### config.mk
export PLATFORM = sky130hd
export DESIGN_NAME = led_sequencer
export DESIGN_NICKNAME = d
export VERILOG_FILES = /design/src/rtl/led_seq_pkg.sv /design/src/rtl/tick_prescaler.sv /design/src/rtl/led_sequencer.sv
export SDC_FILE = /design/constraint.sdc
export NUM_CORES = 1
export LEC_CHECK = 0
export CAP_MARGIN = 5
export CORE_AREA = 2 2 68 70
export DETAILED_ROUTE_END_ITERATION = 12
export DIE_AREA = 0 0 70 72
export PLACE_DENSITY = 0.77
export RECOVER_POWER = 50
export SYNTH_ARGS = -nofsm -noshare
export SYNTH_HDL_FRONTEND = slang
export SYNTH_SLANG_ARGS = --single-unit
### constraint.sdc
create_clock -name clk -period 3.35 [get_ports clk]
set_clock_uncertainty 0.15 [all_clocks]
set_input_delay 0.335 -clock clk [delete_from_list [all_inputs] [get_ports clk]]
set_output_delay 0.335 -clock clk [all_outputs]
set_load 0.005 [all_outputs]
### src/rtl/led_seq_pkg.sv
`default_nettype none
// ============================================================================
// Module  : led_seq_pkg
// Purpose : Shared types and helpers for the LED sequencer: pattern mode
//           encoding, bounce direction and the one-hot / thermometer
//           pattern builders.
// Ports   : none (package)
// Rev     : 1.0  initial release
// ============================================================================
package led_seq_pkg;

    typedef enum logic [1:0] {
        MODE_ROT_UP = 2'b00,
        MODE_ROT_DN = 2'b01,
        MODE_BOUNCE = 2'b10,
        MODE_FILL   = 2'b11
    } mode_t;

    typedef enum logic {
        DIR_UP = 1'b0,
        DIR_DN = 1'b1
    } dir_t;

    // Widest LED bank the helpers can build; the top checks N_LEDS against it.
    localparam int c_MAX_LEDS = 64;

    // Single lit LED at index p.
    function automatic logic [c_MAX_LEDS-1:0] f_onehot(input int unsigned p);
        logic [c_MAX_LEDS-1:0] v;
        v = {{(c_MAX_LEDS-1){1'b0}}, 1'b1} << p;
        return v;
    endfunction

    // Bar of LEDs p..0 lit. For p = c_MAX_LEDS-1 the shift yields 0 and the
    // subtraction wraps to all ones, which is the correct full bar.
    function automatic logic [c_MAX_LEDS-1:0] f_thermo(input int unsigned p);
        logic [c_MAX_LEDS-1:0] v;
        v = ({{(c_MAX_LEDS-1){1'b0}}, 1'b1} << (p + 1)) - 1'b1;
        return v;
    endfunction

endpackage : led_seq_pkg
`default_nettype wire

### src/rtl/tick_prescaler.sv
`default_nettype none
// ============================================================================
// Module  : tick_prescaler
// Purpose : Free-running clock divider producing a one-cycle tick every
//           TICK_DIV enabled clock cycles.
// Ports   : clk    - clock
//           rst_n  - asynchronous active-low reset
//           enable - 1 = count, 0 = hold count and suppress tick
//           clr    - synchronous clear of the count
//           tick   - high while enabled and the count is at TICK_DIV-1
// Rev     : 1.0  initial release
// ============================================================================
module tick_prescaler #(
    parameter int TICK_DIV = 12500000
) (
    input  logic clk,
    input  logic rst_n,
    input  logic enable,
    input  logic clr,
    output logic tick
);

    localparam int c_CNT_W = (TICK_DIV > 1) ? $clog2(TICK_DIV) : 1;
    localparam logic [c_CNT_W-1:0] c_LAST = c_CNT_W'(TICK_DIV - 1);

    generate
        if (TICK_DIV < 1) begin : g_bad_div
            $error("tick_prescaler: TICK_DIV must be >= 1");
        end
    endgenerate

    logic [c_CNT_W-1:0] r_cnt;

    // With TICK_DIV = 1 the count is permanently 0 == c_LAST, so tick
    // follows enable directly.
    assign tick = enable && (r_cnt == c_LAST);

    always_ff @(posedge clk or negedge rst_n) begin
        if (!rst_n) begin
            r_cnt <= '0;
        end else if (clr) begin
            r_cnt <= '0;
        end else if (enable) begin
            r_cnt <= tick ? '0 : r_cnt + 1'b1;
        end
    end

endmodule : tick_prescaler
`default_nettype wire

### src/rtl/led_sequencer.sv
`default_nettype none
// ============================================================================
// Module  : led_sequencer
// Purpose : N-bit LED pattern sequencer (rotate up, rotate down, bounce,
//           fill bar) stepped by a prescaled tick and a power-of-two rate.
// Ports   : clk      - board clock
//           rst_n    - asynchronous active-low reset
//           enable   - 1 = run, 0 = pause (everything holds)
//           mode     - 00 rot up, 01 rot down, 10 bounce, 11 fill
//           rate     - step period = TICK_DIV * 2^rate cycles
//           sync_clr - synchronous restart to the reset state
//           led      - registered LED drive, bit 0 = first LED
//           pos      - registered position index
//           step     - one-cycle pulse in the cycle led/pos take new values
// Rev     : 1.0  initial release
// ============================================================================
module led_sequencer
    import led_seq_pkg::*;
#(
    parameter int N_LEDS   = 4,
    parameter int TICK_DIV = 12500000,
    parameter int RATE_W   = 2
) (
    input  logic                      clk,
    input  logic                      rst_n,
    input  logic                      enable,
    input  logic [1:0]                mode,
    input  logic [RATE_W-1:0]         rate,
    input  logic                      sync_clr,
    output logic [N_LEDS-1:0]         led,
    output logic [$clog2(N_LEDS)-1:0] pos,
    output logic                      step
);

    localparam int c_POS_W = $clog2(N_LEDS);
    localparam logic [c_POS_W-1:0] c_POS_MAX = c_POS_W'(N_LEDS - 1);
    // The rate counter must reach 2^rate - 1 for the largest rate value.
    localparam int c_RCNT_W = (1 << RATE_W) - 1;

    generate
        if (N_LEDS < 2) begin : g_bad_leds
            $error("led_sequencer: N_LEDS must be >= 2");
        end
        if (N_LEDS > c_MAX_LEDS) begin : g_too_many_leds
            $error("led_sequencer: N_LEDS exceeds pattern helper width");
        end
    endgenerate

    logic [N_LEDS-1:0]   r_led;
    logic [c_POS_W-1:0]  r_pos;
    dir_t                r_dir;
    logic                r_step;
    logic [c_RCNT_W-1:0] r_rate_cnt;

    logic                w_tick;
    logic                w_step;
    logic [c_RCNT_W:0]   w_thresh;
    mode_t               w_mode;
    logic [c_POS_W-1:0]  w_pos_inc;
    logic [c_POS_W-1:0]  w_pos_dec;
    logic [c_POS_W-1:0]  w_pos_nxt;
    logic [N_LEDS-1:0]   w_led_nxt;
    dir_t                w_dir_nxt;
    logic [c_RCNT_W-1:0] w_rate_nxt;

    tick_prescaler #(
        .TICK_DIV (TICK_DIV)
    ) u_prescaler (
        .clk    (clk),
        .rst_n  (rst_n),
        .enable (enable),
        .clr    (sync_clr),
        .tick   (w_tick)
    );

    assign w_mode   = mode_t'(mode);
    assign w_thresh = ((c_RCNT_W + 1)'(1) << rate) - 1'b1;

    // ">=" rather than "==" so that lowering rate mid-count steps on the
    // next tick instead of waiting for the counter to wrap.
    assign w_step = w_tick && ({1'b0, r_rate_cnt} >= w_thresh);

    assign w_pos_inc = (r_pos == c_POS_MAX) ? '0 : r_pos + 1'b1;
    assign w_pos_dec = (r_pos == '0) ? c_POS_MAX : r_pos - 1'b1;

    // Next-state / next-output logic; everything holds unless a step fires.
    always_comb begin
        w_pos_nxt  = r_pos;
        w_led_nxt  = r_led;
        w_dir_nxt  = r_dir;
        w_rate_nxt = r_rate_cnt;

        if (w_tick) begin
            w_rate_nxt = w_step ? '0 : r_rate_cnt + 1'b1;
        end

        if (w_step) begin
            unique case (w_mode)
                MODE_ROT_UP: begin
                    w_pos_nxt = w_pos_inc;
                    w_led_nxt = N_LEDS'(f_onehot(32'(w_pos_inc)));
                end
                MODE_ROT_DN: begin
                    w_pos_nxt = w_pos_dec;
                    w_led_nxt = N_LEDS'(f_onehot(32'(w_pos_dec)));
                end
                MODE_BOUNCE: begin
                    // End points override whatever direction was stored, so
                    // each end LED is shown exactly once per sweep.
                    if (r_pos == c_POS_MAX) begin
                        w_dir_nxt = DIR_DN;
                    end else if (r_pos == '0) begin
                        w_dir_nxt = DIR_UP;
                    end
                    w_pos_nxt = (w_dir_nxt == DIR_UP) ? w_pos_inc : w_pos_dec;
                    w_led_nxt = N_LEDS'(f_onehot(32'(w_pos_nxt)));
                end
                MODE_FILL: begin
                    w_pos_nxt = w_pos_inc;
                    w_led_nxt = N_LEDS'(f_thermo(32'(w_pos_inc)));
                end
                default: begin
                    w_pos_nxt = r_pos;
                end
            endcase
        end
    end

    always_ff @(posedge clk or negedge rst_n) begin
        if (!rst_n) begin
            r_led      <= N_LEDS'(1);
            r_pos      <= '0;
            r_dir      <= DIR_UP;
            r_step     <= 1'b0;
            r_rate_cnt <= '0;
        end else if (sync_clr) begin
            r_led      <= N_LEDS'(1);
            r_pos      <= '0;
            r_dir      <= DIR_UP;
            r_step     <= 1'b0;
            r_rate_cnt <= '0;
        end else begin
            r_led      <= w_led_nxt;
            r_pos      <= w_pos_nxt;
            r_dir      <= w_dir_nxt;
            r_step     <= w_step;
            r_rate_cnt <= w_rate_nxt;
        end
    end

    assign led  = r_led;
    assign pos  = r_pos;
    assign step = r_step;

endmodule : led_sequencer
`default_nettype wire

==> results of run 1 <==
[layer usage]
layer,track usage,part of all wire,vias up
li1,-,-,838
met1,0.237,0.50,801
met2,0.277,0.46,30
met3,0.0458,0.031,5
met4,0.0513,0.013,0
met5,0,0,-
[cells by family (layout without fill, tap and decap cells)]
kind of cell             Yosys count  in the layout  synth area share
AND/OR/NAND/NOR                  104            104             0.264
AO/OA/AOI/OAI                     36             36             0.118
flip-flops                        35             35             0.416
buffers and inverters             20             38            0.0410
XOR/XNOR                          19             19            0.0790
adder cells (fa/ha/maj)           13             13            0.0772
multiplexers                       1              1           0.00475
[layout by cell type (no fill, tap or decap), drive strengths merged, types with 2 or more instances in the layout]
cell type	count
o31ai	2
and4	4
xnor2	8
a311oi	3
a31oi	2
dlygate4sd3	4
nor2b	2
inv	12
nand4	4
o21ai	6
buf	3
a21oi	9
o211ai	2
a221oi	3
clkdlybuf4s50	10
nor4	6
nor3	6
nand3	14
nand4b	4
or2	2
nand2	14
a211oi	2
xor2	11
nor2	36
ha	13
dfrtp	34
and2	3
clkbuf	8
nand2b	6
[registers in the layout, indices dropped and copies added (netlist names)]
name,flops
u_prescaler.r_cnt,24
led,4
r_rate_cnt,3
pos,2
step,1
r_dir,1
[area by class of cell]
class,count,share of cell area
multi-input combinational,173,0.481
clock inverter,1,0.00210
timing repair buffer,18,0.0700
inverter,12,0.0189
clock buffer,7,0.0321
sequential,35,0.369
tap,52,0.0274
[worst max-delay path, stage by stage]
cell and delay [ps]:
clkdlybuf4s50_1 430, or2_2 310, ha_1 270, nand2b_1 100
a31oi_1 230, nor3_4 470, a21oi_1 130, a311oi_1 250
[metrics by stage]
step | util | setup WS, ps | total power, mW
2_1_floorplan | - | 1210 | 0.468
3_3_place_gp | 0.540 | 651 | 0.494
3_5_place_dp | 0.540 | 565 | 0.495
4_1_cts | 0.559 | 849 | 0.784
5_1_grt | 0.558 | 650 | 0.810
6_report | 0.558 | 857 | 0.774
[final timing paths]
check	startpoint	endpoint
max	rate[1]	r_dir$_DFFE_PN0P_
min	u_prescaler.r_cnt[17]$_DFFE_PN0P_	u_prescaler.r_cnt[17]$_DFFE_PN0P_
max reg2reg	u_prescaler.r_cnt[0]$_DFFE_PN0P_	u_prescaler.r_cnt[12]$_DFFE_PN0P_
min reg2reg	u_prescaler.r_cnt[17]$_DFFE_PN0P_	u_prescaler.r_cnt[17]$_DFFE_PN0P_
max in group asynchronous	rst_n	led[2]$_DFFE_PN0P_
min in group asynchronous	rst_n	u_prescaler.r_cnt[4]$_DFFE_PN0P_
[power breakdown]
part | total [mW] | switching [mW] | leakage [nW] | internal (mW)
clock network | 0.288 | 0.142 | 0.0422 | 0.146
registers | 0.427 | 0.00227 | 0.484 | 0.424
logic | 0.0593 | 0.0369 | 0.469 | 0.0223
total | 0.774 | 0.181 | 0.996 | 0.593
==> results.toml, run 1 <==
[clock_tree]
cts_tree = "done"
cts.htree.levels = 2
clk_path_buf_depth = 2
holdBufCountCts = 0
root_buffer = "clkbuf_8"
cts_setup_buffers = 0
numCtsBuffers = 5
cts.sinks = 35
clk_pin_slew_worst_paths_ps = 60
cts_resized = 0
insertion_delay_ps = 280

[sta]
fmax_mhz = 401
slew_violations = 36
layout_min_cycle_time_ps = 2490
tns_ps = 0
rsz0062_at_grt = "false"
slew_headroom = -0.236
timing.final.crit_share = 0.744
hold_slack_ps = 391
setup_viol = 0
hold_viol_final = 0
worstMarginPinSlew_ps = 1850

[floorplanning]
die_w_um = 70
io-pin-count = 15
fp-row-count = 24
dieArea_um2 = 5040
start_util = 0.494
die_y_um = 72
core-area_um2 = 4260

[grt]
grt_start_max_net_pins = 36
grt_pass1_wl_mm = 7.14
antenna_found_initial = 0
gr-total-overflow = 0
grt_pass1_vias = 1571
grt_usage = 0.174

[power_and_ir_drop]
ir_worst_vdd_v = 0.000152
p_leak_nw = 0.996
power_density_nw_per_um2 = 325

[synth]
synthFlopType = "dfrtp_1"
synth_cell_types = 45
synth_edf_count = 0
avgSynthCellArea_um2 = 9.24
synthArstFlopShare = 1.00
synth_most_common_cell = "nor2_1"
synth_commonest_cells = "nor2_1, dfrtp_1, nand2_1, ha_1, nand3_1"
synth.largest_area_cell = "dfrtp_1"
synth.cell_area_um2 = 2110
ys_warn_count = 0
synth_area_leaders = "dfrtp_1, ha_1, nor2_1"
syn_nets = 249
synth-seq-cells = 35
seq_area_frac_synth = 0.416
netlist_instances = 228
synth.top_cell.area_share = 0.404

[layout]
diodes = 0
drive_gt1_frac = 0.0650
multi_input_area_um2 = 1140
stdcell_count = 298
layout.nets = 266
nFillCells = 391
fin_area_um2 = 2380
syn_to_final_growth_pct = 12.9
regArea_um2 = 877

[placement]
place_congestion = 0.826
port_buffers = 14
place_hpwl_mm = 2.86
dp_cells = 290
dpl-instance-area_um2 = 2300

[hold_path]
whs_path_depth = 1
hp-class = "flip-flop to flip-flop"

[worst_setup_path]
reg2reg_slack_ps = 1170
critical_path_arrival_ps = 2520
worstPathMaxFanout = 10
r2r_cells = 7
start_kind = "input port"
endpoint_kind = "flip-flop"
cp.required_ps = 3380
worstSetupPathType = "input port to flip-flop"

[route]
drc = 0
vias_per_cell = 5.62
initialDrtViolationCount = 137
ant_nets = 0
wl_mm = 4.04
vias = 1674
post_drt_wl_per_cell_um = 13.6
drt-pass1-iter-count = 4

[run_status]
status = "complete, but fails checks"
violations = "max-capacitance violations, max-slew violations"

[job]
cap_violations = 1
Note: power is estimated with default switching activity, not from simulation.
==> run 2: changes to the inputs <==
- PLACE_DENSITY: 0.77 -> 0.79
- clock period: 3.35 -> 2.08 ns (I/O delays scaled with it)
==> results.toml, run 2 (synthesis results as in run 1) <==
[run_status]
status = "complete, no violations"

[clock_tree]
cts.sinks = 35
root_buffer = "clkbuf_8"
clk_pin_slew_worst_paths_ps = 70
numCtsBuffers = 5
cts.htree.levels = 2
holdBufCountCts = 0
clk_path_buf_depth = 2
cts_tree = "done"
insertion_delay_ps = 280

[layout]
fin_area_um2 = 2640
diodes = 0
postLayoutCoreUtil = 0.619
largest_reg_flops = 24
layout.nets = 291
drive_gt1_frac = 0.192
regMostFlops = "u_prescaler.r_cnt"
layout_commonest_cell = "nor2_1"
final_cell_mix = "nor2_1, dfrtp_1, buf_4"
syn_to_final_growth_pct = 25.2

[sta]
worstMarginPinSlew_ps = 872
tns_ps = 0
timing.final.crit_share = 0.971
rsz0062_at_grt = "true"
setup_viol = 0
layout_min_cycle_time_ps = 2020
slew_violations = 0
slew_headroom = 0.419
hold_viol_final = 0
fmax_mhz = 495

[route]
vias = 1773
wl_mm = 4.42
drt-pass1-iter-count = 4
drc = 0
ant_nets = 0
vias_per_cell = 5.49
post_drt_wl_per_cell_um = 13.7
initialDrtViolationCount = 127

[grt]
grt_usage = 0.182
grt_start_max_net_pins = 36
antenna_found_initial = 0
grt_pass1_vias = 1680
gr-total-overflow = 0
grt_pass1_wl_mm = 7.48

[worst_setup_path]
worstSetupPathType = "flip-flop to flip-flop"
worstPathMaxFanout = 4
critical_path_arrival_ps = 2030
start_kind = "flip-flop"
cp.required_ps = 2090
endpoint_kind = "flip-flop"

[floorplanning]
fp-row-count = 24
dieArea_um2 = 5040
start_util = 0.494
die_y_um = 72
io-pin-count = 15
die_w_um = 70
core-area_um2 = 4260

[power_and_ir_drop]
p_leak_nw = 1.15
ir_worst_vdd_v = 0.000327
power_density_nw_per_um2 = 484

[placement]
place_hpwl_mm = 3.10
port_buffers = 14
dpl-instance-area_um2 = 2480
place_congestion = 0.854

[hold_path]
hp-class = "flip-flop to flip-flop"

[job]
cap_violations = 0
-- run 2: cell count changes in the layout (fill, tap and decap cells not counted), moves of 2 or more --
cell / previous run / this run
buf_4: 3 / 27
a221oi_2: 1 / 3
clkdlybuf4s50_1: 10 / 8
ha_1: 13 / 11
a221oi_1: 2 / 0
-- run 2: final timing paths --
path	from	end	slack, ps	cells after the start
max	u_prescaler.r_cnt[0]$_DFFE_PN0P_	led[2]$_DFFE_PN0P_	60	6
min	led[0]$_DFFE_PN1P_	led[0]$_DFFE_PN1P_	400	2
max reg2reg	u_prescaler.r_cnt[0]$_DFFE_PN0P_	led[2]$_DFFE_PN0P_	60	6
min reg2reg	led[0]$_DFFE_PN1P_	led[0]$_DFFE_PN1P_	400	2
max in group asynchronous	rst_n	pos[1]$_DFFE_PN0P_	750	2
min in group asynchronous	rst_n	u_prescaler.r_cnt[12]$_DFFE_PN0P_	420	2
-- run 2: worst max-delay path, stage by stage (launching register included) --
cell,delay [ps]
dfrtp_1,360
ha_1,170
nand3_1,100
or3b_4,430
or3_4,440
a221oi_2,180
nor3_1,80
-- run 2: cell type report --
| type | instances | area [µm²] |
|---|---|---|
| Clock buffer | 7 | 76.3 |
| Clock inverter | 1 | 5.00 |
| Fill cell | 362 | 1630 |
| Inverter | 12 | 45.0 |
| Multi-Input combinational cell | 173 | 1200 |
| Sequential cell | 35 | 878 |
| Tap cell | 52 | 65.1 |
| Timing Repair Buffer | 43 | 369 |
-- run 2: what timing repair did --
action,in CTS,in global routing
pin swaps,2,6
endpoints found under the setup margin,10,26
buffers inserted,2,1
resized for setup,6,7
-- run 2: layer usage --
layer  part of all wire  up-vias  wire length [µm]  GRT usage
li1                   -      887                 -          -
met1               0.49      861              2170      0.249
met2               0.48       21              2130      0.307
met3              0.015        4                68     0.0250
met4              0.012        0                52     0.0513
met5                  0        -                 0          0
-- run 2: metrics by stage --
step / setup slack, ps / power [mW] / hold WS [ps] / std cells
5_1_grt: -10.8 / 1.34 / 411 / 323
2_1_floorplan: 67.2 / 0.754 / -238 / 228
4_1_cts: 37.4 / 1.28 / 208 / 322
3_3_place_gp: -429 / 0.813 / 366 / 312
6_report: 61.2 / 1.28 / 401 / 323
3_5_place_dp: -517 / 0.815 / 389 / 312
-- run 2: report_power, final --
| group | switching, mW | leakage (nW) | total (mW) | internal (mW) |
|---|---|---|---|---|
| clock | 0.226 | 0.0422 | 0.461 | 0.235 |
| sequential | 0.00232 | 0.483 | 0.686 | 0.684 |
| combinational | 0.0719 | 0.626 | 0.129 | 0.0571 |
==> run 3: changes to the inputs <==
- GPL_TIMING_DRIVEN: unset -> 0
==> results.toml, run 3 (synthesis results as in run 1) <==
[floorplanning]
dieArea_um2 = 5040
die_w_um = 70
fp-row-count = 24
die_y_um = 72
io-pin-count = 15
start_util = 0.494
core-area_um2 = 4260

[clock_tree]
clk_pin_slew_worst_paths_ps = 70
cts.htree.levels = 2
numCtsBuffers = 5
cts.sinks = 35
insertion_delay_ps = 290
root_buffer = "clkbuf_8"
clk_path_buf_depth = 2
cts_tree = "done"

[route]
vias = 1786
post_drt_wl_per_cell_um = 15.3
ant_nets = 0
drt-pass1-iter-count = 4
vias_per_cell = 5.69
drc = 0
wl_mm = 4.79
initialDrtViolationCount = 134

[sta]
timing.final.crit_share = 1.02
fmax_mhz = 469
slew_violations = 0
tns_ps = -449
hold_slack_ps = 394
layout_setup_ws_ps = -51.7
rsz0062_at_grt = "true"
worstMarginPinSlew_ps = 871
hold_viol_final = 0
setup_viol = 14
layout_min_cycle_time_ps = 2130
slew_headroom = 0.419

[placement]
place_hpwl_mm = 3.01
port_buffers = 14
place_congestion = 0.791
dpl-instance-area_um2 = 2310

[worst_setup_path]
r2r_cells = 8
cp.required_ps = 2100
reg2reg_slack_ps = -50
endpoint_kind = "flip-flop"
reg2reg_to = "u_prescaler.r_cnt[16]$_DFFE_PN0P_"
worstSetupPathType = "flip-flop to flip-flop"
r2r-start = "u_prescaler.r_cnt[1]$_DFFE_PN0P_"
critical_path_arrival_ps = 2150
start_kind = "flip-flop"
worstPathMaxFanout = 7

[grt]
gr-total-overflow = 0
grt_pass1_vias = 1686
grt_start_max_net_pins = 36
antenna_found_initial = 0
grt_usage = 0.191
grt_pass1_wl_mm = 7.70

[power_and_ir_drop]
ir_worst_vdd_v = 0.000255
p_leak_nw = 1.09
power_density_nw_per_um2 = 485

[layout]
layout_commonest_cell = "dfrtp_1"
multi_input_area_um2 = 1290
fin_area_um2 = 2690
regMostFlops = "u_prescaler.r_cnt"
diodes = 0
final_cell_mix = "dfrtp_1, nor2_1, nand2_1"
regArea_um2 = 880
largest_reg_flops = 24
layout.nets = 282
drive_gt1_frac = 0.225
syn_to_final_growth_pct = 27.6
nFillCells = 330

[run_status]
violations = "negative setup slack"
status = "complete, but fails checks"

[hold_path]
min_to = "led[0]$_DFFE_PN1P_"
hp-class = "flip-flop to flip-flop"
whs_path_depth = 2
holdCritStartpoint = "led[0]$_DFFE_PN1P_"

[job]
cap_violations = 0
## run 3: critical path, cell delays in order, from the launching register on
cell	delay [ps]
dfrtp_1	410
ha_2	200
nand3_2	80
or3b_4	440
or2_1	250
buf_6	140
nand2b_4	120
buf_8	150
a311oi_1	50
## run 3: per-layer routing
layer / wire [µm] / global-route usage / up-vias
met5: 0 / 0 / -
met4: 95 / 0.0812 / 0
met3: 144 / 0.0403 / 8
met2: 2350 / 0.307 / 39
met1: 2200 / 0.253 / 866
li1: - / - / 873
## run 3: where the power goes
part | internal, mW | switching (mW) | total [mW]
Sequential | 0.683 | 0.00285 | 0.686
Clock | 0.234 | 0.247 | 0.481
Combinational | 0.0607 | 0.0770 | 0.138
## run 3: worst max-delay path by stage
stage / startpoint / to / slack (ps) / cells past startpoint
finish: u_prescaler.r_cnt[1]$_DFFE_PN0P_ / u_prescaler.r_cnt[16]$_DFFE_PN0P_ / -50 / 8
global route: u_prescaler.r_cnt[1]$_DFFE_PN0P_ / u_prescaler.r_cnt[14]$_DFFE_PN0P_ / -130 / 8
CTS: u_prescaler.r_cnt[1]$_DFFE_PN0P_ / u_prescaler.r_cnt[16]$_DFFE_PN0P_ / 10 / 8
detailed placement: rate[1] / r_dir$_DFFE_PN0P_ / -580 / 8
global placement: rate[1] / r_dir$_DFFE_PN0P_ / -550 / 8
floorplan: rate[1] / led[2]$_DFFE_PN0P_ / 70 / 7
## run 3: final cells by class
cell class,instances,area share
Multi-Input combinational cell,173,0.480
Sequential cell,35,0.327
Timing Repair Buffer,27,0.0987
Clock buffer,6,0.0270
Tap cell,52,0.0242
Buffer,7,0.0219
Inverter,12,0.0168
Clock inverter,2,0.00465
## run 3: through the flow
step	setup slack, ps	utilization	cells	power [mW]
after floorplan	67.2	-	228	0.754
after global placement	-552	0.542	294	0.794
after detailed placement	-578	0.541	294	0.797
after CTS	9.89	0.583	308	1.29
after global routing	-127	0.631	314	1.35
final	-51.7	0.631	314	1.30
## run 3: what timing repair did
| item | 4_1_cts | 5_1_grt |
|---|---|---|
| gates cloned | 0 | 2 |
| endpoints found under the hold margin | 34 | 0 |
| buffers inserted | 5 | 5 |
| hold buffers | 1 | 0 |
| endpoints found under the setup margin | 19 | 30 |
| pin swaps | 5 | 18 |
| gates resized for setup | 8 | 39 |
==> RTL edit: new RTL, flow settings as in run 1 <==
Compare `r_cnt` against `c_LAST` with >= in place of ==.
--- a/src/rtl/tick_prescaler.sv
+++ b/src/rtl/tick_prescaler.sv
@@ -33,7 +33,7 @@
 
     // With TICK_DIV = 1 the count is permanently 0 == c_LAST, so tick
     // follows enable directly.
-    assign tick = enable && (r_cnt == c_LAST);
+    assign tick = enable && (r_cnt >= c_LAST);
 
     always_ff @(posedge clk or negedge rst_n) begin
         if (!rst_n) begin
Check against the original RTL: same outputs for any inputs over 10 cycles, from zero or initial values and one cycle with rst_n low; that may be too few to reach the edited logic, so the function may still have changed.
==> RTL edit against run 1 <==
The run still ends with capacitance limit, slew limit left; critical endpoint unchanged; setup slack improved by 0.087 ns; largest cell class unchanged; sequential cell count stayed put; design area increased by 1.0%; power increased by 1.1%; die area unchanged; highest routed layer unchanged; area after synthesis increased by 1.5%; non-clock buffer count fell by 1; sequential power about the same; largest power group unchanged; routed wire length up 1.8%.
==> RTL edit: results (changes against run 1) <==
status=finished, violations left; failing checks=capacitance limit, slew limit; layout cell share with drive strength beyond 1=0.09237 (+0.02733); Signal buffers=17 (-1); hold path cells=2 (+1); FFs & Latches=35 (unchanged); Clock-cell share=0.03490 (+0.0007033); WL met2=1987 µm (+7.8%); NonClk Buf Share=0.06615 (-0.003818); Synth cell types=48 (+6.7%); DP Worst Slack=0.6346 ns (+0.06994 ns); global-route wire length before repair=7327 µm (+2.6%); clk_lat worst skew=0.30 ns (+0.02 ns); adder-cell share of the synthesized area=0.06437 (-0.01283); Hold Startpoint=u_prescaler.r_cnt[1]; relative slew slack=-0.2394 (-0.003395); fin. max-slew vios=36 (unchanged); Peak Freq=415.7 MHz (+3.6%); Synth top cells by count=34 x dfrtp_1, 28 x nor2_1, 19 x nand2_1, 14 x xor2_1; met3 Track Usage GR=0.03889 (-0.006944); CP max FO=7 (-3); total of max-cap violations=1 (unchanged); Largest stage delay, worst path=0.42 ns (-0.05 ns); met3 wire length=192 µm (+51%); Post-DP HPWL=2981 µm (+4.4%); hold endpoint=u_prescaler.r_cnt[1]; Global Route Usage Sum=0.1801 (+0.005765); multi-input gates=179 (+3.5%); via density per instance=5.674 (+1.0%); Multi-input gate area=1180 µm² (+3.2%); mux contribution to synthesized area=0 (-0.004751)
==> RTL edit: stage by stage <==
| stage | cell area (µm²) | total power [mW] | util | hold WS [ns] | instances |
|---|---|---|---|---|---|
| global route | 2402 | 0.8116 | 0.5634 | 0.3963 | 301 |
| finish | 2402 | 0.7821 | 0.5634 | 0.3676 | 301 |
| global placement | 2322 | 0.4946 | 0.5446 | 0.3402 | 293 |
| detailed placement | 2322 | 0.4962 | 0.5446 | 0.3549 | 293 |
| floorplan | 2138 | 0.4705 | - | -0.1106 | 231 |
| CTS | 2406 | 0.7874 | 0.5643 | 0.3175 | 301 |
==> RTL edit: worst max-delay path: cells and delay by family <==
family | cells | cell delay, ns
simple gates | 3 | 0.72
fa+ha+maj | 1 | 0.27
compound gates | 3 | 0.72
buf+inv | 1 | 0.42
==> RTL edit: power by group <==
group          internal, mW  leakage (nW)  switching, mW
Sequential            0.425         0.484        0.00194
Combinational        0.0230         0.488         0.0372
Clock                 0.142        0.0477          0.153
Total                 0.590          1.02          0.192
